## src/rtl/tqv_bus_initiator_if.sv

```systemverilog
// Command, peripheral-bus and response signals of the TinyQV bus initiator.
interface tqv_bus_initiator_if;
    logic        cmd_valid;
    logic        cmd_ready;
    logic        cmd_write;
    logic [1:0]  cmd_size;
    logic [5:0]  cmd_addr;
    logic [31:0] cmd_wdata;
    logic        gate_en;
    logic        gate;
    logic [5:0]  bus_address;
    logic [31:0] bus_wdata;
    logic [1:0]  bus_write_n;
    logic [1:0]  bus_read_n;
    logic [31:0] bus_rdata;
    logic        bus_ready;
    logic        rsp_valid;
    logic [31:0] rsp_rdata;
    logic [1:0]  rsp_status;
    logic        busy;

    // Initiator side: takes commands and bus returns, drives the bus and responses.
    modport master (
        input  cmd_valid, cmd_write, cmd_size, cmd_addr, cmd_wdata,
        input  gate_en, gate, bus_rdata, bus_ready,
        output cmd_ready, bus_address, bus_wdata, bus_write_n, bus_read_n,
        output rsp_valid, rsp_rdata, rsp_status, busy
    );

    // Environment side: command source, peripheral and response sink.
    modport slave (
        output cmd_valid, cmd_write, cmd_size, cmd_addr, cmd_wdata,
        output gate_en, gate, bus_rdata, bus_ready,
        input  cmd_ready, bus_address, bus_wdata, bus_write_n, bus_read_n,
        input  rsp_valid, rsp_rdata, rsp_status, busy
    );
endinterface

```

## src/rtl/tqv_bus_initiator.sv

```systemverilog
// Initiator for the TinyQV peripheral register bus: one command in, one
// timed bus access out, one response back.
module tqv_bus_initiator #(
    parameter int unsigned TIMEOUT = 16
) (
    input  logic                 clk,
    input  logic                 reset,
    tqv_bus_initiator_if.master  bif
);
    localparam int unsigned ADDR_W = 6;
    localparam int unsigned DATA_W = 32;
    localparam int unsigned CNT_W  = 8;

    localparam logic [1:0] SIZE_ILLEGAL = 2'b11;
    localparam logic [1:0] BUS_IDLE     = 2'b11;
    localparam logic [1:0] ST_WR_OK     = 2'b00;
    localparam logic [1:0] ST_RD_OK     = 2'b01;
    localparam logic [1:0] ST_RD_TMO    = 2'b10;
    localparam logic [1:0] ST_ILLEGAL   = 2'b11;

    typedef enum logic [2:0] {
        S_IDLE, S_GATE_WAIT, S_WRITE, S_READ, S_RESP
    } state_t;

    typedef struct packed {
        logic              write;
        logic [1:0]        size;
        logic [ADDR_W-1:0] addr;
        logic [DATA_W-1:0] wdata;
    } cmd_t;

    state_t            state_q, state_d;
    cmd_t              cmd_q, cmd_d, cmd_in;
    logic [CNT_W-1:0]  cnt_q, cnt_d, cnt_inc;
    logic              cmd_ready_c, accept_c, timed_out_c;

    logic [ADDR_W-1:0] bus_address_q, bus_address_d;
    logic [DATA_W-1:0] bus_wdata_q, bus_wdata_d;
    logic [1:0]        bus_write_n_q, bus_write_n_d;
    logic [1:0]        bus_read_n_q, bus_read_n_d;
    logic              rsp_valid_q, rsp_valid_d;
    logic [DATA_W-1:0] rsp_rdata_q, rsp_rdata_d;
    logic [1:0]        rsp_status_q, rsp_status_d;

    // Byte lanes that carry data for a given transfer size.
    function automatic logic [DATA_W-1:0] size_mask(input logic [1:0] size);
        case (size)
            2'b00:   size_mask = 32'h0000_00FF;
            2'b01:   size_mask = 32'h0000_FFFF;
            default: size_mask = 32'hFFFF_FFFF;
        endcase
    endfunction

    assign cmd_ready_c = (state_q == S_IDLE) && !reset;
    assign accept_c    = bif.cmd_valid && cmd_ready_c;
    assign cnt_inc     = cnt_q + CNT_W'(1);
    assign timed_out_c = (state_q == S_READ) && !bif.bus_ready
                         && (cnt_inc == CNT_W'(TIMEOUT));

    assign cmd_in = '{write: bif.cmd_write, size: bif.cmd_size,
                      addr: bif.cmd_addr, wdata: bif.cmd_wdata};

    // State, latched command, read-wait counter and registered outputs.
    always_ff @(posedge clk) begin
        if (reset) begin
            state_q       <= S_IDLE;
            cmd_q         <= '0;
            cnt_q         <= '0;
            bus_address_q <= '0;
            bus_wdata_q   <= '0;
            bus_write_n_q <= BUS_IDLE;
            bus_read_n_q  <= BUS_IDLE;
            rsp_valid_q   <= 1'b0;
            rsp_rdata_q   <= '0;
            rsp_status_q  <= 2'b00;
        end else begin
            state_q       <= state_d;
            cmd_q         <= cmd_d;
            cnt_q         <= cnt_d;
            bus_address_q <= bus_address_d;
            bus_wdata_q   <= bus_wdata_d;
            bus_write_n_q <= bus_write_n_d;
            bus_read_n_q  <= bus_read_n_d;
            rsp_valid_q   <= rsp_valid_d;
            rsp_rdata_q   <= rsp_rdata_d;
            rsp_status_q  <= rsp_status_d;
        end
    end

    // Next state, command latch and read-wait counting.
    always_comb begin
        state_d = state_q;
        cmd_d   = cmd_q;
        cnt_d   = cnt_q;
        case (state_q)
            S_IDLE: begin
                if (accept_c) begin
                    cmd_d = cmd_in;
                    if (cmd_in.size == SIZE_ILLEGAL) begin
                        state_d = S_RESP;
                    end else if (cmd_in.write && bif.gate_en && !bif.gate) begin
                        state_d = S_GATE_WAIT;
                    end else if (cmd_in.write) begin
                        state_d = S_WRITE;
                    end else begin
                        state_d = S_READ;
                        cnt_d   = '0;
                    end
                end
            end
            S_GATE_WAIT: begin
                if (bif.gate || !bif.gate_en) state_d = S_WRITE;
            end
            S_WRITE: state_d = S_RESP;
            S_READ: begin
                if (bif.bus_ready || timed_out_c) state_d = S_RESP;
                else                              cnt_d   = cnt_inc;
            end
            S_RESP:  state_d = S_IDLE;
            default: state_d = S_IDLE;
        endcase
    end

    // Next values of the registered bus and response outputs, keyed on the
    // state being entered so each strobe lines up with its state.
    always_comb begin
        bus_write_n_d = BUS_IDLE;
        bus_read_n_d  = BUS_IDLE;
        bus_address_d = '0;
        bus_wdata_d   = '0;
        rsp_valid_d   = 1'b0;
        rsp_rdata_d   = rsp_rdata_q;
        rsp_status_d  = rsp_status_q;
        case (state_d)
            S_WRITE: begin
                bus_write_n_d = cmd_d.size;
                bus_address_d = cmd_d.addr;
                bus_wdata_d   = cmd_d.wdata & size_mask(cmd_d.size);
            end
            S_READ: begin
                bus_read_n_d  = cmd_d.size;
                bus_address_d = cmd_d.addr;
            end
            S_RESP: begin
                rsp_valid_d = 1'b1;
                rsp_rdata_d = '0;
                case (state_q)
                    S_IDLE:  rsp_status_d = ST_ILLEGAL;
                    S_WRITE: rsp_status_d = ST_WR_OK;
                    S_READ: begin
                        if (timed_out_c) begin
                            rsp_status_d = ST_RD_TMO;
                        end else begin
                            rsp_status_d = ST_RD_OK;
                            rsp_rdata_d  = bif.bus_rdata & size_mask(cmd_q.size);
                        end
                    end
                    default: rsp_status_d = rsp_status_q;
                endcase
            end
            default: ;
        endcase
    end

    assign bif.cmd_ready   = cmd_ready_c;
    assign bif.busy        = (state_q != S_IDLE);
    assign bif.bus_address = bus_address_q;
    assign bif.bus_wdata   = bus_wdata_q;
    assign bif.bus_write_n = bus_write_n_q;
    assign bif.bus_read_n  = bus_read_n_q;
    assign bif.rsp_valid   = rsp_valid_q;
    assign bif.rsp_rdata   = rsp_rdata_q;
    assign bif.rsp_status  = rsp_status_q;
endmodule
```

## src/flat_wrapper.sv

```systemverilog
// flat-port wrapper written by rule: the top's interface ports become plain ports
module tqv_bus_initiator_flat 
#(
    parameter int unsigned TIMEOUT = 16
)
  (clk, reset, bif_cmd_valid, bif_cmd_write, bif_cmd_size, bif_cmd_addr, bif_cmd_wdata, bif_gate_en, bif_gate, bif_bus_rdata, bif_bus_ready, bif_cmd_ready, bif_bus_address, bif_bus_wdata, bif_bus_write_n, bif_bus_read_n, bif_rsp_valid, bif_rsp_rdata, bif_rsp_status, bif_busy);
  tqv_bus_initiator_if bif_i ();
  input  logic clk;
  input  logic reset;
  input wire logic [$bits(bif_i.cmd_valid)-1:0] bif_cmd_valid;
  input wire logic [$bits(bif_i.cmd_write)-1:0] bif_cmd_write;
  input wire logic [$bits(bif_i.cmd_size)-1:0] bif_cmd_size;
  input wire logic [$bits(bif_i.cmd_addr)-1:0] bif_cmd_addr;
  input wire logic [$bits(bif_i.cmd_wdata)-1:0] bif_cmd_wdata;
  input wire logic [$bits(bif_i.gate_en)-1:0] bif_gate_en;
  input wire logic [$bits(bif_i.gate)-1:0] bif_gate;
  input wire logic [$bits(bif_i.bus_rdata)-1:0] bif_bus_rdata;
  input wire logic [$bits(bif_i.bus_ready)-1:0] bif_bus_ready;
  output wire logic [$bits(bif_i.cmd_ready)-1:0] bif_cmd_ready;
  output wire logic [$bits(bif_i.bus_address)-1:0] bif_bus_address;
  output wire logic [$bits(bif_i.bus_wdata)-1:0] bif_bus_wdata;
  output wire logic [$bits(bif_i.bus_write_n)-1:0] bif_bus_write_n;
  output wire logic [$bits(bif_i.bus_read_n)-1:0] bif_bus_read_n;
  output wire logic [$bits(bif_i.rsp_valid)-1:0] bif_rsp_valid;
  output wire logic [$bits(bif_i.rsp_rdata)-1:0] bif_rsp_rdata;
  output wire logic [$bits(bif_i.rsp_status)-1:0] bif_rsp_status;
  output wire logic [$bits(bif_i.busy)-1:0] bif_busy;
  assign bif_i.cmd_valid = bif_cmd_valid;
  assign bif_i.cmd_write = bif_cmd_write;
  assign bif_i.cmd_size = bif_cmd_size;
  assign bif_i.cmd_addr = bif_cmd_addr;
  assign bif_i.cmd_wdata = bif_cmd_wdata;
  assign bif_i.gate_en = bif_gate_en;
  assign bif_i.gate = bif_gate;
  assign bif_i.bus_rdata = bif_bus_rdata;
  assign bif_i.bus_ready = bif_bus_ready;
  assign bif_cmd_ready = bif_i.cmd_ready;
  assign bif_bus_address = bif_i.bus_address;
  assign bif_bus_wdata = bif_i.bus_wdata;
  assign bif_bus_write_n = bif_i.bus_write_n;
  assign bif_bus_read_n = bif_i.bus_read_n;
  assign bif_rsp_valid = bif_i.rsp_valid;
  assign bif_rsp_rdata = bif_i.rsp_rdata;
  assign bif_rsp_status = bif_i.rsp_status;
  assign bif_busy = bif_i.busy;
  tqv_bus_initiator #(.TIMEOUT(TIMEOUT)) u_core (.clk(clk), .reset(reset), .bif(bif_i));
endmodule
```

## config.mk

```make
export PLATFORM = sky130hd
export DESIGN_NAME = tqv_bus_initiator_flat
export DESIGN_NICKNAME = d
export VERILOG_FILES = /design/src/rtl/tqv_bus_initiator_if.sv /design/src/rtl/tqv_bus_initiator.sv /design/src/flat_wrapper.sv
export SDC_FILE = /design/constraint.sdc
export NUM_CORES = 1
export LEC_CHECK = 0
export CAP_MARGIN = 10
export CORE_MARGIN = 2
export CORE_UTILIZATION = 40
export DETAILED_ROUTE_END_ITERATION = 7
export PLACE_DENSITY = 0.73
export SYNTH_ARGS = -nofsm -noshare
export SYNTH_HDL_FRONTEND = slang
export SYNTH_SLANG_ARGS = --single-unit
```

## constraint.sdc

```tcl
create_clock -name clk -period 6.5 [get_ports clk]
set_input_delay 1.3 -clock clk [delete_from_list [all_inputs] [get_ports clk]]
set_output_delay 1.3 -clock clk [all_outputs]
set_load 0.05 [all_outputs]
```

Word level (Yosys, flattened, before mapping)
Index checks and enable logic that the tools add are counted.

Input port bits: 79. Output and inout port bits: 79. Logic and storage cells: 83. Register bits: 128.

Equal/unequal tests: 15. $add $sub $neg: 1. Reductions and logical operators: 24. Bitwise logic cells: 5. Muxes and demuxes: 26.

Operators with widths (number): $mux W32 (6); $pmux W32 S2 (2); $mux W40 (2); $and A32 B32 Y32 (2); $mux W8 (5); $pmux W8 S2 (1); $mux W3 (5); $eq A3 B2 Y1 const B (4); $pmux W3 S4 (1); $add A8 B1 Y8 const B (1); $eq A8 B5 Y1 const B (1); $ne A2 B2 Y1 const B (4); $reduce_or A2 Y1 (4); $logic_and A1 B1 Y1 (6); $pmux W2 S3 (1); $reduce_and A6 Y1 (1); $reduce_bool A3 Y1 (2); $eq A2 B1 Y1 const B (2); $logic_not A1 Y1 (4); $logic_not A2 Y1 (2); $eq A3 B1 Y1 const B (1); $eq A3 B3 Y1 const B (1); $logic_not A3 Y1 (1); $not A1 Y1 (3); 7 further kinds (9).

Logic depth before layout (Yosys ltp)
Gate-level depths: netlist of the first run.

Word-level depth: 11. Gate-level depth with buffers: 8. Gate-level depth less buffers: 6.

Least setup slack after synthesis of the first run
No wires, ideal clock.

Path type: input -> register. From: input port reset. To: register u_core.rsp_rdata_q[10], in the netlist u_core.bif.rsp_rdata[10]. Slack: 3251 ps. Setup time: 117 ps. Required time: 6383 ps. Stages on the path: 6. Path buffers: 1. Arrival time: 3132 ps. Cells stage by stage: nor4_4 > nand2_1 > o21ai_1 > a211oi_4 > buf_4 > a22o_1.

Word-level cells in the longest chain between the ends: 6.

Ends and longest elaborated chain: start, declared (line flat_wrapper.sv:9) `input logic reset;`; $logic_not A1 Y1 (line tqv_bus_initiator.sv:54) `assign cmd_ready_c = (state_q == S_IDLE) && !reset;`; $logic_and A1 B1 Y1 (line tqv_bus_initiator.sv:54); $logic_and A1 B1 Y1 (line tqv_bus_initiator.sv:55) `assign accept_c = bif.cmd_valid && cmd_ready_c;`; $mux W3 (line tqv_bus_initiator.sv:97) `if (accept_c) begin`; $pmux W3 S4 (line tqv_bus_initiator.sv:95) `case (state_q)`; $eq A3 B3 Y1 (line tqv_bus_initiator.sv:134) `case (state_d)`; end signal, assigned (line tqv_bus_initiator.sv:85) `rsp_rdata_q <= rsp_rdata_d;`; end, declared (line tqv_bus_initiator.sv:42) `logic [DATA_W-1:0] rsp_rdata_q, rsp_rdata_d;`.

Several ways; a longest one is shown, not always the timed one. A chain may end at the register's enable or synchronous reset.

Worst setup path after layout of the first run
From: input port reset. To: output port bif_cmd_ready.

Word-level cells in the longest chain between the ends: 2.

Ends and longest elaborated chain: $logic_not A1 Y1 (line tqv_bus_initiator.sv:54); $logic_and A1 B1 Y1 (line tqv_bus_initiator.sv:54); end, declared (line flat_wrapper.sv:19) `output wire logic [$bits(bif_i.cmd_ready)-1:0] bif_cmd_ready;`.

Every way passes these cells.

==> metrics.md, run 1 <==
| Metric | Value |
|---|---|
| Synth area leaders | dfxtp_1, mux2i_1, a22o_1 |
| CP max FO | 59 |
| Post-route DRC | 0 |
| Starting density of the core | 40.77% |
| RSZ-0062 raised after global routing | false |
| VDD IR max | 0.0002074 V |
| Status | finished, final reports clean |
| Core ar. | 10,790 um^2 |
| Leakage | 0.002664 uW |
| Cells on worst reg2reg path | 7 |
| Yosys Warn Count | 0 |
| ANT nets after route | 0 |
| WP data arrival | 2.96 ns |
| Largest net degree at the start of global routing | 60 |
| Diode count | 0 |
| Hold_buf cts | 0 |
| Post-synth top area cell | dfxtp_1 |
| Max-cap violation count | 0 |
| Syn Area/Cell | 10.76 um^2 |
| Initial antenna violation count | 0 |
| Netlist Area Pre-Place | 4400 um^2 |
| Input/output buffers | 157 |
| GR Util All Layers | 18.35% |
| Gate Count Post-Synth | 409 |
| Cell Rows | 38 |
| Worst Clk Skew | 0.006605 ns |
| TritonCTS Buffers | 17 |
| Drt pass-1 iters | 4 |
| Cts repair resizes | 0 |
| Area growth syn-to-layout | 49.99% |
| Final hold vios | 0 |
| Worst skew pair latency | 0.50 ns |
| Most common flop cell mapped by yosys | dfxtp_1 |
| Min cycle time layout | 4.264 ns |
| CTS Sinks | 128 |
| Die Y | 108.9 um |
| CP Capture Type | output port |
| Power Dens Cells | 278.8 nW/um^2 |
| Dpl cells | 684 |
| IO Count | 158 |
| Min-Delay Path Class | flip-flop to flip-flop |
| Clock Path Buffers | 2 |
| HP Start | u_core.bif.rsp_rdata[6]$_SDFFE_PP0P_ |
| Via count | 3,619 |
| Reg2Reg Capture Point | u_core.bif.rsp_rdata[27]$_SDFFE_PP0P_ |
| Setup TNS | 0 ns |
| Crit path launch type | input port |
| Routed wire per std cell | 15.27 um |
| Fillers | 906 |
| Vias in the first global route | 3,628 |
| Relative slew slack | 36.60% |
| #FFs+latches synth | 128 |
| Kind of critical path | input port to output port |
| Root buffer cell | clkbuf_8 |
| Cell Count, Final, Fillers Out | 715 |
| Post-DP HPWL | 7.508 mm |
| H-Tree Depth | 4 |
| Crit path required time | 5.20 ns |
| Post-Route WL | 10.92 mm |
| Top-area cell type share of the netlist area | 58.23% |
| Clock transition at path regs | 0.06 ns |
| GRT overflow | 0 |
| FF-to-FF Start | u_core.cnt_q[0]$_SDFFE_PP0P_ |
| Fraction of layout cells with a size suffix above 1 | 7.652% |
| Drt initial violations | 203 |
| RD Place Congestion | 0.8093 |
| Post CTS Setup Buffer Count | 0 |
| Tot Pwr | 1840 uW |
| Cell depth of the worst min-delay path | 1 |
| Final Max Slew Viols | 0 |
| Final Cycle Share | 65.61% |
| Via density | 5.062 |
| First-pass GRT wire length | 16.86 mm |
| Die Area | 11,860 um^2 |
| Post-synthesis sequential area ratio | 58.23% |
| Final nets | 645 |
| Die W | 108.9 um |
| Asr flop ratio synth | 0% |
| CTS tree | done |
| Post-Syn Nets | 490 |
| # setup viols final | 0 |
| Post-synth EDFFs | 0 |
| Synth cell types | 51 |
| WHS Endpoint | u_core.bif.rsp_rdata[6]$_SDFFE_PP0P_ |
| Fmax | 234.5 MHz |
| Worst-Margin Slew | 0.9453 ns |
| R2R setup slack | 3.90 ns |
## cell families (layout without fill, tap and decap cells)
family | after synthesis | count (layout) | share of synthesized area [%]
compound gates | 72 | 72 | 13.70
xor+xnor | 2 | 2 | 0.3981
fa+ha+maj | 2 | 2 | 0.5686
buf+inv | 25 | 191 | 2.929
flops | 128 | 128 | 58.23
mux | 34 | 34 | 7.762
simple gates | 146 | 146 | 16.41
## layer usage
| layer | wire, um | GRT usage, % | vias to the layer above | share of wire [%] |
|---|---|---|---|---|
| li1 | - | - | 1752 | - |
| met3 | 1064 | 7.233 | 12 | 9.7 |
| met5 | 0 | 0 | - | 0 |
| met1 | 4629 | 21.65 | 1713 | 42 |
| met2 | 5122 | 29.55 | 142 | 47 |
| met4 | 104 | 7.967 | 0 | 0.95 |
## Yosys cell counts (2+ instances only)
cell and count:
a21o_1 3, or3_1 3, o211ai_1 2, nor2b_1 4, a221o_1 5, ha_1 2, dfxtp_1 128, nor2_1 78
nand2b_1 5, a31oi_1 2, nand2_1 23, a211oi_1 2, nand3_1 3, buf_4 4, buf_2 10, nor4_1 5
a21oi_1 8, o21ai_0 4, clkbuf_1 8, and2_1 4, mux2i_1 33, xor2_1 2, a22o_1 34, nand3b_1 8
and4_1 3
## sequential cells by signal (all words and copies together) (netlist names)
name and count:
u_core.bif.rsp_rdata 32, u_core.bif.bus_address 6, u_core.bif.rsp_status 2, u_core.bif.rsp_valid 1, u_core.bif.bus_write_n 2, u_core.cnt_q 8, u_core.state_q 3, u_core.cmd_q 40
u_core.bif.bus_wdata 32, u_core.bif.bus_read_n 2
## cell type report
class,instances,area [um^2],area share [%]
inverter,1,3.754,0.05687
multi-input combinational,256,1712,25.93
tap,140,175.2,2.654
clock buffer,24,480.5,7.280
timing repair buffer,160,1609,24.38
sequential,128,2562,38.82
clock inverter,6,57.56,0.8720
## placed cells by master (no fill, tap or decap), types with 4 or more instances in the layout
master	Yosys	final
clkbuf_16	0	16
clkdlybuf4s50_1	0	156
o21ai_0	4	4
clkinv_2	0	4
nand3b_1	8	8
nand2_1	23	22
a221o_1	5	5
mux2i_1	33	33
a21oi_1	8	8
dfxtp_1	128	128
nor4_1	5	5
nor2_1	78	78
clkbuf_8	0	5
nand2b_1	5	5
and2_1	4	4
a22o_1	34	34
nor2b_1	4	4
## report_power, final
group          switching [uW]  internal [uW]  total, uW
clock                     308            540        848
sequential               8.78            807        816
combinational            91.8           84.2        176
## worst max-delay path, stage by stage
cell	delay (ns)
buf_2	0.10
buf_4	0.31
nor4_4	0.36
clkdlybuf4s50_1	0.88
## metrics by stage
stage / utilization [%] / setup WS, ns / area (um^2) / hold slack [ns]
floorplan: - / 3.251 / 4400 / 0.4554
global placement: 55.91 / 2.245 / 6035 / 0.4554
detailed placement: 55.91 / 2.234 / 6035 / 0.4565
CTS: 60.90 / 2.220 / 6573 / 0.4750
global route: 61.15 / 2.131 / 6600 / 0.4852
finish: 61.15 / 2.236 / 6600 / 0.4697
## worst max-delay path by stage
| stage | startpoint | endpoint | cells past startpoint |
|---|---|---|---|
| finish | reset | bif_cmd_ready | 4 |
| global route | reset | bif_cmd_ready | 4 |
| CTS | reset | bif_cmd_ready | 4 |
| detailed placement | reset | bif_cmd_ready | 4 |
| global placement | reset | bif_cmd_ready | 4 |
| floorplan | reset | u_core.bif.rsp_rdata[10]$_SDFFE_PP0P_ | 6 |
(Power assumes the default switching activity.)
==> run 2: changes to the inputs <==
--- a/config.mk
+++ b/config.mk
@@ -9,7 +9,7 @@
 export CORE_MARGIN = 2
 export CORE_UTILIZATION = 40
 export DETAILED_ROUTE_END_ITERATION = 7
-export PLACE_DENSITY = 0.73
+export PLACE_DENSITY = 0.76
 export SYNTH_ARGS = -nofsm -noshare
 export SYNTH_HDL_FRONTEND = slang
 export SYNTH_SLANG_ARGS = --single-unit
==> constraint.sdc (replaced) <==
create_clock -name clk -period 3.6 [get_ports clk]
set_input_delay 0.72 -clock clk [delete_from_list [all_inputs] [get_ports clk]]
set_output_delay 0.72 -clock clk [all_outputs]
set_load 0.05 [all_outputs]
==> run 2 against run 1 <==
Effect of this change:
- via count decreased by 0.11%
- final area is 1.0% higher
- sequential power rose by 80%
- power grew 93%
- clock skew hardly changed
- clock-buffer cell count down 3
- combinational power increased by 78%
- die area unchanged
- utilization rose by 0.63 points
- sequential share of layout area decreased by 0.39 points
- critical endpoint unchanged
- largest cell class unchanged
==> metrics.md, run 2 (same netlist as run 1, synthesis figures left out) <==
| Metric | Value |
|---|---|
| Relative slew slack | 38.57% (+2.0 points) |
| Status | finished, final reports clean |
| CP Capture Type | output port |
| Vias in the first global route | 3,474 (-4.2%) |
| Cell Rows | 38 (unchanged) |
| Cts repair resizes | 0 (unchanged) |
| Clock Path Buffers | 2 (unchanged) |
| Diode count | 0 (unchanged) |
| Input/output buffers | 157 (unchanged) |
| Multi-input gate area | 1712 um^2 (unchanged) |
| Leakage | 0.002695 uW (+1.2%) |
| Max FFs per register | 40 (unchanged) |
| Setup TNS | 0 ns (unchanged) |
| Area growth syn-to-layout | 51.52% |
| Post-DP HPWL | 7.794 mm (+3.8%) |
| Worst slack at placement | 0.7516 ns (-1.482 ns) |
| FF-to-FF Start | u_core.cnt_q[1]$_SDFFE_PP0P_ |
| Worst-Margin Slew | 0.9159 ns (-0.02935 ns) |
| Via count | 3,615 (-0.11%) |
| Crit path launch type | flip-flop |
| Most common cell after layout, fill and taps aside | clkdlybuf4s50_1 |
| Die Area | 11,860 um^2 (unchanged) |
| Hold_buf cts | 0 (unchanged) |
| Starting density of the core | 40.77% (unchanged) |
| Power Dens Cells | 532.7 nW/um^2 (+91%) |
| Crit path required time | 2.88 ns (-2.32 ns) |
| Reg area | 2562 um^2 (unchanged) |
| # setup viols final | 0 (unchanged) |
| Final nets | 646 (+0.16%) |
| H-Tree Depth | 4 (unchanged) |
| GRT overflow | 0 (unchanged) |
| Register with the most flip-flops | u_core.cmd_q |
| Max-cap violation count | 0 (unchanged) |
| CP max FO | 6 (-90%) |
| Drt pass-1 iters | 4 (unchanged) |
| Final Cycle Share | 82.02% |
| Largest net degree at the start of global routing | 59 (-1.7%) |
| IO Count | 158 (unchanged) |
| Final Max Slew Viols | 0 (unchanged) |
| First-pass GRT wire length | 17.08 mm (+1.3%) |
| Post-Route WL | 11.00 mm (+0.76%) |
| Routed wire per std cell | 15.35 um (+0.48%) |
| VDD IR max | 0.0003205 V (+55%) |
| RD Place Congestion | 0.7764 (-4.1%) |
| RSZ-0062 raised after global routing | false |
| Fraction of layout cells with a size suffix above 1 | 8.319% (+0.67 points) |
| CTS tree | done |
| Leading cell types in the layout, fill and taps excluded | clkdlybuf4s50_1, dfxtp_1, nor2_1 |
| Root buffer cell | clkbuf_8 |
| Clock transition at path regs | 0.05 ns (about the same) |
| Initial antenna violation count | 0 (unchanged) |
| HP Start | u_core.bif.rsp_rdata[22]$_SDFFE_PP0P_ |
| Drt initial violations | 247 (+22%) |
| CTS Sinks | 128 (unchanged) |
| Kind of critical path | flip-flop to output port |
| Post CTS Setup Buffer Count | 0 (unchanged) |
| Worst skew pair latency | 0.51 ns (about the same) |
| Fillers | 899 (-0.77%) |
| Final hold vios | 0 (unchanged) |
| CP Launch Point | u_core.state_q[0]$_SDFF_PP0_ |
| Tot Pwr | 3552 uW (+93%) |
| Min-Delay Path Class | flip-flop to flip-flop |
| TritonCTS Buffers | 17 (unchanged) |
| Via density | 5.042 (-0.39%) |
| Hold WS | 0.4744 ns (+0.004752 ns) |
| Core ar. | 10,790 um^2 (unchanged) |
| ANT nets after route | 0 (unchanged) |
| Min cycle time layout | 2.953 ns |
| Fmax | 338.7 MHz |
| WP data arrival | 2.23 ns (-0.73 ns) |
| Die W | 108.9 um (unchanged) |
| Setup WS post-layout | 0.6473 ns (-1.588 ns) |
| Worst Clk Skew | 0.006851 ns (+0.0002455 ns) |
| GR Util All Layers | 18.88% (+0.53 points) |
| Die Y | 108.9 um (unchanged) |
| Post-route DRC | 0 (unchanged) |
[run 2: cell count changes in the layout (fill, tap and decap cells not counted)]
cell	delta
clkinv_2	-1
bufinv_16	+3
clkbuf_8	-1
buf_4	+2
clkinv_4	+1
clkbuf_1	-2
buf_16	-1
clkinvlp_4	+1
[run 2: where the power goes]
group | leakage, uW | internal [uW] | total (uW) | switching, uW
sequential | 0.00104 | 1460 | 1470 | 15.9
clock | 0.000300 | 1170 | 1770 | 593
combinational | 0.00136 | 148 | 313 | 165
[run 2: metal layers]
layer / GRT usage [%] / wire (um) / vias up
met1: 22.48 / 4665 / 1681
met4: 7.234 / 200 / 0
met2: 29.37 / 4959 / 165
met3: 9.145 / 1177 / 18
met5: 0 / 0 / -
li1: - / - / 1751
[run 2: final timing paths]
kind	slack (ns)	to	depth (start not counted)
worst min register to register	0.47	u_core.bif.rsp_rdata[22]$_SDFFE_PP0P_	1
worst max-delay path	0.65	bif_cmd_ready	2
worst min-delay path	0.47	u_core.bif.rsp_rdata[22]$_SDFFE_PP0P_	1
worst max register to register	1.04	u_core.bif.bus_address[4]$_SDFF_PP0_	6
[run 2: metrics by stage]
stage	area [um^2]	util (%)	std cells
2_1_floorplan	4400	-	409
3_3_place_gp	6050	56.05	686
3_5_place_dp	6050	56.05	686
4_1_cts	6668	61.78	717
5_1_grt	6668	61.78	717
6_report	6668	61.78	717
[run 2: cell type report]
| class | count | share of cell area, % |
|---|---|---|
| clock buffer | 21 | 6.887 |
| clock inverter | 10 | 2.383 |
| inverter | 1 | 0.05630 |
| multi-input combinational | 256 | 25.67 |
| sequential | 128 | 38.43 |
| tap | 140 | 2.627 |
| timing repair buffer | 161 | 23.94 |
[run 2: worst max-delay path, stage by stage, from the launching register on]
cell and delay (ns):
dfxtp_1 0.38, nor4_4 0.45, clkdlybuf4s50_1 0.90
==> run 3: changes to the inputs <==
--- a/config.mk
+++ b/config.mk
@@ -9,7 +9,7 @@
 export CORE_MARGIN = 2
 export CORE_UTILIZATION = 40
 export DETAILED_ROUTE_END_ITERATION = 7
-export PLACE_DENSITY = 0.76
+export PLACE_DENSITY = 0.73
 export SYNTH_ARGS = -nofsm -noshare
 export SYNTH_HDL_FRONTEND = slang
 export SYNTH_SLANG_ARGS = --single-unit
==> constraint.sdc (replaced) <==
create_clock -name clk -period 3 [get_ports clk]
set_input_delay 0.6 -clock clk [delete_from_list [all_inputs] [get_ports clk]]
set_output_delay 0.6 -clock clk [all_outputs]
set_load 0.05 [all_outputs]
==> run 3 against run 2 <==
Effect of this change:
- clock-buffer cell count is 1 higher
- sequential share of layout area is 0.17 points lower
- sequential power is 20% higher
- critical path type unchanged
- hold slack worse by 0.0020 ns
- largest power group unchanged
- wire length is 0.49% higher
- largest cell class unchanged
==> metrics.md, run 3 (same netlist as run 1, synthesis figures left out) <==
| Metric | Value |
|---|---|
| Final Max Slew Viols | 0 (unchanged) |
| WP data arrival | 1.98 ns (-0.25 ns) |
| Hold_buf cts | 0 (unchanged) |
| Post-route DRC | 0 (unchanged) |
| TritonCTS Buffers | 17 (unchanged) |
| Hold WS | 0.4724 ns (-0.002035 ns) |
| Clock Path Buffers | 2 (unchanged) |
| Delay-heaviest family, CP | buffers and inverters |
| Kind of critical path | flip-flop to output port |
| Die W | 108.9 um (unchanged) |
| H-Tree Depth | 4 (unchanged) |
| Leakage | 0.002715 uW (+0.74%) |
| Max-cap violation count | 0 (unchanged) |
| Critical-path cell with the highest stage delay | clkdlybuf4s50_1 |
| Min-Delay Path Class | flip-flop to flip-flop |
| Fmax | 388.1 MHz |
| Max FFs per register | 40 (unchanged) |
| Leading cell types in the layout, fill and taps excluded | clkdlybuf4s50_1, dfxtp_1, nor2_1 |
| Post-DP HPWL | 7.709 mm (-1.1%) |
| Max incr delay on CP | 0.71 ns (-0.19 ns) |
| Crit path launch type | flip-flop |
| CTS Sinks | 128 (unchanged) |
| Vias in the first global route | 3,538 (+1.8%) |
| Drt initial violations | 144 (-42%) |
| GRT overflow | 0 (unchanged) |
| Register with the most flip-flops | u_core.cmd_q |
| Area growth syn-to-layout | 52.20% |
| Worst-path cell chain | or3_1, clkdlybuf4s50_1 |
| Input/output buffers | 157 (unchanged) |
| Starting density of the core | 40.77% (unchanged) |
| CP max FO | 6 (unchanged) |
| Min cycle time layout | 2.577 ns |
| Final hold vios | 0 (unchanged) |
| Fraction of layout cells with a size suffix above 1 | 9.418% (+1.1 points) |
| Most common cell after layout, fill and taps aside | clkdlybuf4s50_1 |
| Die Y | 108.9 um (unchanged) |
| Post-Route WL | 11.06 mm (+0.49%) |
| ANT nets after route | 0 (unchanged) |
| Buf/Inv on CP | 1 (unchanged) |
| Via density | 5.079 (+0.73%) |
| IO Count | 158 (unchanged) |
| Final nets | 653 (+1.1%) |
| Final core occ | 62.06% (+0.28 points) |
| First-pass GRT wire length | 17.35 mm (+1.6%) |
| RSZ-0062 raised after global routing | false |
| Worst Clk Skew | 0.007619 ns (+0.0007683 ns) |
| Routed wire per std cell | 15.27 um (-0.48%) |
| Initial antenna violation count | 0 (unchanged) |
| Via count | 3,677 (+1.7%) |
| Placed Area | 6092 um^2 (+0.70%) |
| Crit path required time | 2.40 ns (-0.48 ns) |
| Relative slew slack | 61.02% (+22 points) |
| RD Place Congestion | 0.8988 (+16%) |
| CTS tree | done |
| Cell Rows | 38 (unchanged) |
| Final Cycle Share | 85.89% |
| Worst-Margin Slew | 0.5836 ns (-0.3323 ns) |
| Worst skew pair latency | 0.50 ns (about the same) |
| VDD IR max | 0.0004117 V (+28%) |
| # setup viols final | 0 (unchanged) |
| Post CTS Setup Buffer Count | 0 (unchanged) |
| Setup TNS | 0 ns (unchanged) |
| Root buffer cell | clkbuf_8 |
| Die Area | 11,860 um^2 (unchanged) |
| Drt pass-1 iters | 4 (unchanged) |
| R2R setup slack | 0.50 ns (-0.54 ns) |
| CP Capture Type | output port |
| Status | finished, final reports clean |
| GR Util All Layers | 19.12% (+0.24 points) |
| Diode count | 0 (unchanged) |
| Clock transition at path regs | 0.06 ns (about the same) |
| Power Dens Cells | 624.1 nW/um^2 (+17%) |
| Largest net degree at the start of global routing | 43 (-27%) |
| Post-route cell area | 6698 um^2 (+0.45%) |
| Core ar. | 10,790 um^2 (unchanged) |
| Cts repair resizes | 0 (unchanged) |
run 3: cell types whose count changed in the layout (fill, tap and decap cells not counted):
cell,previous run,this run
clkinv_4,1,0
bufinv_16,4,3
clkdlybuf4s50_1,156,155
clkbuf_1,1,2
buf_4,4,11
clkinv_2,3,2
clkinvlp_4,2,3
inv_6,0,1
buf_6,0,1
run 3: layout make-up:
| cell class | instances | area [um^2] |
|---|---|---|
| fillers | 874 | 4095 |
| clock inverters | 9 | 131.4 |
| well taps | 140 | 175.2 |
| inverters | 1 | 3.754 |
| flip-flops and latches | 128 | 2562 |
| multi-input cells | 256 | 1712 |
| repair buffers | 168 | 1650 |
| clock buffers | 22 | 462.9 |
run 3: per-stage QoR:
stage / std cells / worst slack (ns) / power, uW
floorplan: 409 / 0.4512 / 2005
global placement: 692 / 0.1877 / 2178
detailed placement: 692 / 0.1522 / 2183
CTS: 723 / 0.1361 / 4233
global route: 724 / 0.3390 / 4340
finish: 724 / 0.4233 / 4180
run 3: metal layers:
layer | wire length [um] | track usage (%) | up-vias
met5 | 0 | 0 | -
met1 | 4628 | 22.83 | 1736
met4 | 155 | 7.326 | 0
li1 | - | - | 1761
met2 | 5202 | 30.52 | 163
met3 | 1070 | 8.069 | 17
run 3: path summary, 6_finish.rpt:
kind	start	cells past startpoint	end
worst max register to register	u_core.cnt_q[0]$_SDFFE_PP0P_	7	u_core.bif.rsp_rdata[30]$_SDFFE_PP0P_
worst min-delay path	u_core.bif.rsp_rdata[29]$_SDFFE_PP0P_	1	u_core.bif.rsp_rdata[29]$_SDFFE_PP0P_
worst min register to register	u_core.bif.rsp_rdata[29]$_SDFFE_PP0P_	1	u_core.bif.rsp_rdata[29]$_SDFFE_PP0P_
worst max-delay path	u_core.state_q[0]$_SDFF_PP0_	2	bif_busy
run 3: where the power goes:
group / total (uW) / internal, uW / leakage [uW] / switching [uW]
registers: 1770 / 1750 / 0.00104 / 18.6
clock network: 2030 / 1330 / 0.000283 / 704
logic: 382 / 183 / 0.00139 / 199
run 3: worst register-to-register path: stages (launching register included):
cell	delay (ns)
dfxtp_1	0.35
ha_1	0.29
and4_1	0.24
and3_1	0.19
o32a_1	0.38
a211oi_4	0.54
buf_6	0.27
a22o_1	0.18
